$ cat src/rtl/pc_stack.sv
// Program counter with return-address stack: inc, load, branch, call, ret.
// Optional PC_STACK_TRAP_EN redirects stack faults to TRAP_VECTOR and adds a trap pulse.
module pc_stack #(
  parameter int BUS_WIDTH    = 16,
  parameter int OFFSET_WIDTH = 8,
  parameter int STACK_DEPTH  = 8,
  parameter     RESET_VECTOR = 0,
  parameter     TRAP_VECTOR  = 16'hFFF0
) (
  input  logic                               clock,
  input  logic                               reset,
  input  logic                               inc,
  input  logic                               load,
  input  logic [BUS_WIDTH-1:0]               in,
  input  logic                               branch,
  input  logic [OFFSET_WIDTH-1:0]            offset,
  input  logic                               call,
  input  logic                               ret,
  output logic [BUS_WIDTH-1:0]               out,
  output logic [$clog2(STACK_DEPTH+1)-1:0]   depth,
  output logic                               empty,
  output logic                               full,
  output logic                               overflow,
  output logic                               underflow
`ifdef PC_STACK_TRAP_EN
  ,
  output logic                               trap
`endif
);

  localparam int DW = $clog2(STACK_DEPTH + 1);
  localparam int AW = (STACK_DEPTH > 1) ? $clog2(STACK_DEPTH) : 1;
  localparam logic [BUS_WIDTH-1:0] RST_PC = BUS_WIDTH'(RESET_VECTOR);
  localparam logic [DW-1:0] FULL_D = DW'(STACK_DEPTH);

  if (OFFSET_WIDTH > BUS_WIDTH || OFFSET_WIDTH < 1 ||
      STACK_DEPTH < 1 ||
      (RESET_VECTOR >> BUS_WIDTH) != 0 ||
      (TRAP_VECTOR >> BUS_WIDTH) != 0) begin : g_bad_cfg
    $error("pc_stack: illegal parameter combination");
  end

  logic [BUS_WIDTH-1:0] r_pc;
  logic [BUS_WIDTH-1:0] r_stack [STACK_DEPTH];
  logic [DW-1:0]        r_depth;
  logic                 r_ovf;
  logic                 r_unf;

  logic                 w_do_ret;
  logic                 w_do_call;
  logic                 w_do_load;
  logic                 w_do_branch;
  logic                 w_do_inc;
  logic                 w_empty;
  logic                 w_full;
  logic                 w_push;
  logic                 w_pop;
  logic                 w_ovf_evt;
  logic                 w_unf_evt;
  logic [AW-1:0]        w_wr_idx;
  logic [AW-1:0]        w_rd_idx;
  logic [BUS_WIDTH-1:0] w_pc_inc;
  logic [BUS_WIDTH-1:0] w_pc_br;
  logic [BUS_WIDTH-1:0] w_call_fault_pc;
  logic [BUS_WIDTH-1:0] w_ret_fault_pc;
  logic [BUS_WIDTH-1:0] w_pc_nxt;

  // Fixed priority: ret > call > load > branch > inc.
  assign w_do_ret    = ret;
  assign w_do_call   = call & ~ret;
  assign w_do_load   = load & ~ret & ~call;
  assign w_do_branch = branch & ~ret & ~call & ~load;
  assign w_do_inc    = inc & ~ret & ~call & ~load & ~branch;

  assign w_empty   = (r_depth == '0);
  assign w_full    = (r_depth == FULL_D);
  assign w_push    = w_do_call & ~w_full;
  assign w_pop     = w_do_ret & ~w_empty;
  assign w_ovf_evt = w_do_call & w_full;
  assign w_unf_evt = w_do_ret & w_empty;

  // Top-of-stack index wraps correctly even when STACK_DEPTH is 2^AW.
  assign w_wr_idx = r_depth[AW-1:0];
  assign w_rd_idx = w_wr_idx - AW'(1);

  assign w_pc_inc = r_pc + BUS_WIDTH'(1);
  assign w_pc_br  = r_pc + BUS_WIDTH'($signed(offset));

`ifdef PC_STACK_TRAP_EN
  localparam logic [BUS_WIDTH-1:0] TRAP_PC = BUS_WIDTH'(TRAP_VECTOR);
  assign w_call_fault_pc = TRAP_PC;
  assign w_ret_fault_pc  = TRAP_PC;
`else
  assign w_call_fault_pc = in;
  assign w_ret_fault_pc  = w_pc_inc;
`endif

  always_comb begin
    w_pc_nxt = r_pc;
    unique case (1'b1)
      w_do_ret:
        w_pc_nxt = w_empty ? w_ret_fault_pc
                           : r_stack[w_rd_idx];
      w_do_call:
        w_pc_nxt = w_full ? w_call_fault_pc : in;
      w_do_load:   w_pc_nxt = in;
      w_do_branch: w_pc_nxt = w_pc_br;
      w_do_inc:    w_pc_nxt = w_pc_inc;
      default:     w_pc_nxt = r_pc;
    endcase
  end

  always_ff @(posedge clock or posedge reset) begin
    if (reset) begin
      r_pc    <= RST_PC;
      r_depth <= '0;
      r_ovf   <= 1'b0;
      r_unf   <= 1'b0;
    end else begin
      r_pc <= w_pc_nxt;
      if (w_push) begin
        r_depth <= r_depth + DW'(1);
      end else if (w_pop) begin
        r_depth <= r_depth - DW'(1);
      end
      r_ovf <= r_ovf | w_ovf_evt;
      r_unf <= r_unf | w_unf_evt;
    end
  end

  // Stack storage needs no reset; entries above depth are never read.
  always_ff @(posedge clock) begin
    if (w_push && !reset) begin
      r_stack[w_wr_idx] <= w_pc_inc;
    end
  end

`ifdef PC_STACK_TRAP_EN
  logic r_trap;

  always_ff @(posedge clock or posedge reset) begin
    if (reset) begin
      r_trap <= 1'b0;
    end else begin
      r_trap <= w_ovf_evt | w_unf_evt;
    end
  end

  assign trap = r_trap;
`endif

  assign out       = r_pc;
  assign depth     = r_depth;
  assign empty     = w_empty;
  assign full      = w_full;
  assign overflow  = r_ovf;
  assign underflow = r_unf;

endmodule

$ cat config.mk
export PLATFORM = sky130hd
export DESIGN_NAME = pc_stack
export DESIGN_NICKNAME = d
export VERILOG_FILES = /design/src/rtl/pc_stack.sv
export SDC_FILE = /design/constraint.sdc
export NUM_CORES = 1
export LEC_CHECK = 0
export CAP_MARGIN = 20
export CORE_MARGIN = 2
export CORE_UTILIZATION = 28
export DETAILED_ROUTE_END_ITERATION = 12
export SLEW_MARGIN = 20
export SYNTH_ARGS = -nofsm -noshare
export SYNTH_HDL_FRONTEND = slang
export SYNTH_SLANG_ARGS = --single-unit
$ cat constraint.sdc
create_clock -name clock -period 6.4 [get_ports clock]
set_clock_uncertainty 0.05 [all_clocks]
set_input_delay 0.64 -clock clock [delete_from_list [all_inputs] [get_ports clock]]
set_output_delay 0.64 -clock clock [all_outputs]
set_load 0.005 [all_outputs]
# After elaboration in Yosys (flattened, before gate mapping)
# Memories as Yosys holds them, arrays and structs flattened.
# Cells that the tools add are included.
totals:
  register_bits: 22
  mem_bits_rw: 128
  out_inout_bits: 24
  word_cells: 45
  mem_count: 1
memory_table:
  columns: ["name", "depth", "width", "rd", "rd_ports_with_merged_regs", "wr", "line", "text"]
  rows:
  - ["r_stack", 8, 16, 1, 0, 1, "44", "logic [BUS_WIDTH-1:0] r_stack [STACK_DEPTH];"]
op_classes:
  n_addsub: 5
  eq_ne: 1
  mux: 6
  n_bitwise: 22
  n_reduce_logical: 6
ops:
  columns: ["cell", "count"]
  rows:
  - ["16-bit one-hot mux with 4 select lines", 1]
  - ["16-bit by 1-bit adder with 16-bit output, second input constant", 1]
  - ["16-bit adder", 1]
  - ["16-bit two-way mux", 1]
  - ["1-bit AND", 14]
  - ["4-bit two-way mux", 2]
  - ["1-bit NOT", 6]
  - ["4-bit by 1-bit adder with 4-bit output, second input constant", 1]
  - ["4-bit equality test, second input constant", 1]
  - ["4-bit zero test", 1]
  - ["4-bit nonzero test", 1]
  - ["4-bit by 1-bit subtractor with 4-bit output, second input constant", 1]
  - ["3-bit by 1-bit subtractor with 3-bit output, second input constant", 1]
  - ["1-bit two-way mux", 2]
  - ["1-bit OR", 2]
  - ["2-bit nonzero test", 1]
  - ["2-bit OR reduction", 1]
  - ["1-bit logical AND", 1]
  - ["1-bit zero test", 1]

# Longest topological paths before layout
depth:
  word_depth: 6
  ltp_mapped: 12

# Worst setup path after synthesis
# No wires, ideal clock.
synth_path:
  path_kind: "reg2reg"
  from: "register r_depth[0], in the netlist depth[0]"
  to: "memory r_stack[1][0] (enable)"
  setup_time_ps: 409
  t_arrival_ps: 2888
  slack_ps: 3053
  path_stages_with_launch: 10
  synth_period_minus_slack_ps: 3347
  path_cell_list: "dfrtp_1 > buf_6 > buf_2 > inv_1 > ha_1 > nand3b_1 > nand3_1 > nor2_1 > nand2_1 > nor3_1"
synth_via:
  elab_chain_cells: 6
synth_rtl:
  columns: ["item", "line", "text"]
  rows:
  - ["start: declaration", "45", "logic [DW-1:0] r_depth;"]
  - ["start signal: assignment", "122", "r_depth <= r_depth + DW'(1);"]
  - ["start signal: assignment", "124", "r_depth <= r_depth - DW'(1);"]
  - ["4-bit equality test", "76", "assign w_full = (r_depth == FULL_D);"]
  - ["1-bit NOT", "77", "assign w_push = w_do_call & ~w_full;"]
  - ["1-bit AND", "77", null]
  - ["1-bit logical AND", "133", "if (w_push && !reset) begin"]
  - ["1-bit two-way mux", "133", null]
  - ["1-bit two-way mux (not written as such)", "134", "r_stack[w_wr_idx] <= w_pc_inc;"]
  - ["end: declaration", "44", null]
# Parallel ways exist; a longest one is shown, timed or not.

# Final worst setup path
layout_path:
  from: "register r_depth[1], in the netlist depth[1]"
  to: "output empty"
layout_via:
  elab_chain_cells: 1
layout_rtl:
  columns: ["item", "line", "text"]
  rows:
  - ["4-bit zero test", "75", "assign w_empty = (r_depth == '0);"]
  - ["end: declaration", "21", "output logic empty,"]
# No other way between the ends.

==> impl_metrics.ini <==
[run_status]
outcome = completed

[cts]
cts-htree-levels = 4
ctsHoldBuffers = 0
clock-sinks = 150
cts_tree = yes
cts_buffers = 17
cts_setup_buffers = 0
ctsResizeCount = 0
cts.path.max_buffers = 2
path_clk_slew_ps = 60
worstSkewPairLatency_ps = 440
clockRootBuffer = clkbuf_16

[critical_path]
endpoint_kind = primary output
rr_startpoint = depth[1]
path_max_fanout = 17
critical_path_arrival_ps = 3140
worstPathRequired_ps = 5710
reg2reg_slack_ps = 3190
start_kind = register
rr_worst_depth = 8
r2r_end = out[9]
critPathKind = reg -> out

[power_and_ir_drop]
pwr-share-comb_pct = 43.3
power.leakage_uw = 0.00307
sw_frac_of_total_pct = 37.0
seqPwrFrac_pct = 34.2
p_per_area_nw_per_um2 = 497
ir_drop_mv = 0.208
power.internal_uw = 2770
p_switching_uw = 1630
clkPwrFrac_pct = 22.5

[min_path]
min_path_type = reg -> reg
hold_start = underflow
worstHoldEndpoint = underflow
hold_path_depth = 1

[synth]
synth_edf_count = 128
ys_seq_area_share_pct = 60.0
async_reset_ff_share_pct = 14.7
synthFlopType = edfxtp_1
synth_nets = 567
synth.distinct_cells = 61
syn-mean-instance-area_um2 = 14.2
synth_seq_cells = 150
synth_warnings = 0
syn_area_um2 = 7320
syn_inst = 515

[placed_design]
hpwlAfterDp_um = 13000
port-buffer-count = 54
gp_congestion = 0.868
place_area_um2 = 8270
pre_cts_ws_ps = 2900

[cells_and_area]
syn_to_final_growth_pct = 20.9
final_cell_area_um2 = 8850
antenna_cells = 0
fin_nets = 631
drive_above_1_share_pct = 14.1

[timing]
fmax_mhz = 261
relSlewSlack_pct = 39.2
tightest_slew_ps = 906
maxSlewViolCount = 0
rsz0062_at_grt = false
fin_crit_ps = 3830
setup_tns_ps = 0
finalCritPeriodShare_pct = 59.9
setup_viol = 0
final_hold_viol_count = 0
setup_slack_ps = 2570

[floorplan]
start_util_pct = 28.3
io_pins = 55
die_w_um = 166
die_height_um = 166
rows = 59
die-area_um2 = 27500
core_um2 = 25800

[grt]
met2_usage_pct = 23.4
use_met1_pct = 18.8
grt_pass1_wl_um = 29200
overflow = 0
grt_pass1_vias = 4637
grtUsageTotal_pct = 14.4
met3_usage_pct = 2.94
grt.busiest_layer = met2
grt_max_degree = 38
antenna_found_initial = 0

[routing]
post_drt_wl_per_cell_um = 21.1
detail_route.wirelength_um = 19500
drt_iter0_drc = 483
vias = 4761
dr.pass1.iters = 5
viasPerCell = 5.15
antenna_left = 0
drc = 0

[job]
maxCapViolCount = 0
-- cell families (layout without fill, tap and decap cells) --
logic type	count (synthesis)	after routing	synth area share, %
buffers and inverters	38	113	2.36
AND/OR/NAND/NOR	114	114	7.88
flip-flops	150	150	60.0
AO/OA/AOI/OAI	116	116	10.3
XOR/XNOR	28	28	3.61
multiplexers	48	48	12.1
adder cells (fa/ha/maj)	21	21	3.79
-- stage by stage --
stage               hold slack (ps)  cells  util, %  power (µW)
finish                          432    925     34.3        4400
CTS                             442    924     34.2        4420
floorplan                       401    515        -        2760
global placement                427    894     32.0        3420
detailed placement              430    894     32.0        3430
global route                    445    925     34.3        4640
-- synthesized netlist by cell type, drive strengths merged (3+ instances only) --
| cell type | n | area, µm² |
|---|---|---|
| nor4 | 3 | 40.0 |
| and2 | 3 | 18.8 |
| nor2b | 3 | 18.8 |
| nor3 | 9 | 45.0 |
| nand3 | 13 | 77.6 |
| a21oi | 34 | 170 |
| inv | 17 | 63.8 |
| o221ai | 3 | 26.3 |
| a221oi | 9 | 85.1 |
| xor2 | 14 | 141 |
| o21a | 3 | 22.5 |
| buf | 12 | 75.1 |
| xnor2 | 14 | 123 |
| clkbuf | 9 | 33.8 |
| o211ai | 4 | 30.0 |
| nand3b | 3 | 22.5 |
| nor2 | 36 | 135 |
| nand4 | 3 | 18.8 |
| mux2i | 14 | 140 |
| mux4 | 32 | 721 |
| nand2 | 29 | 109 |
| ha | 19 | 238 |
| dfrtp | 22 | 551 |
| a21o | 9 | 67.6 |
| a211oi | 6 | 45.0 |
| a31oi | 4 | 25.0 |
| edfxtp | 128 | 3840 |
| o21ai | 27 | 139 |
-- flip-flops by register name, indices dropped and copies added, names as in the netlist --
name	count
overflow	1
r_stack	128
depth	4
underflow	1
out	16
-- power groups by stage --
stage               clock, µW  combinational [µW]  sequential [µW]
global route             1040                2080             1520
floorplan                   0                1310             1450
global placement            0                1890             1530
detailed placement          0                1910             1520
CTS                       995                1920             1500
finish                    989                1900             1510
-- worst max path at each step --
stage                         from       endpoint  slack [ps]
after CTS                 depth[1]          empty        2560
after detailed placement       ret  r_stack[3][5]        2900
final                     depth[1]          empty        2570
after global routing      depth[1]          empty        2440
after floorplan           depth[0]  r_stack[1][0]        3050
after global placement         ret  r_stack[3][5]        2960
-- per-layer routing --
metal  vias to the layer above  routed length [µm]
li1                       2146                   -
met1                      2393                8530
met2                       195                9520
met3                        27                1090
met4                         0                 385
met5                         -                   0
-- area by class of cell --
class,count,area (µm²)
clock buffers,21,440
clock inverters,9,130
fillers,2516,17000
inverters,17,63.8
multi-input cells,327,2770
flip-flops and latches,150,4400
well taps,335,419
repair buffers,66,638
-- critical path, stage by stage, from the launching register on --
cell and delay [ps]:
dfrtp_1 500, inv_1 120, ha_1 280, or3b_1 660, inv_1 510, clkdlybuf4s50_1 620
-- layout by cell type (no fill, tap or decap), types with 4 or more instances in the layout --
cell type and n:
clkbuf_16 17, nor2_1 36, xnor2_1 14, o211ai_1 4, a21o_1 9, edfxtp_1 128, a31oi_1 4, clkbuf_1 4
inv_1 17, o21ai_0 26, mux4_2 32, dfrtp_1 21, nor3_1 7, ha_1 19, clkdlybuf4s50_1 54, a21oi_1 34
a211oi_1 6, a221oi_1 8, nand2_1 29, mux2i_1 14, nand3_1 12, buf_4 11, xor2_1 13
(Power assumes the default switching activity.)
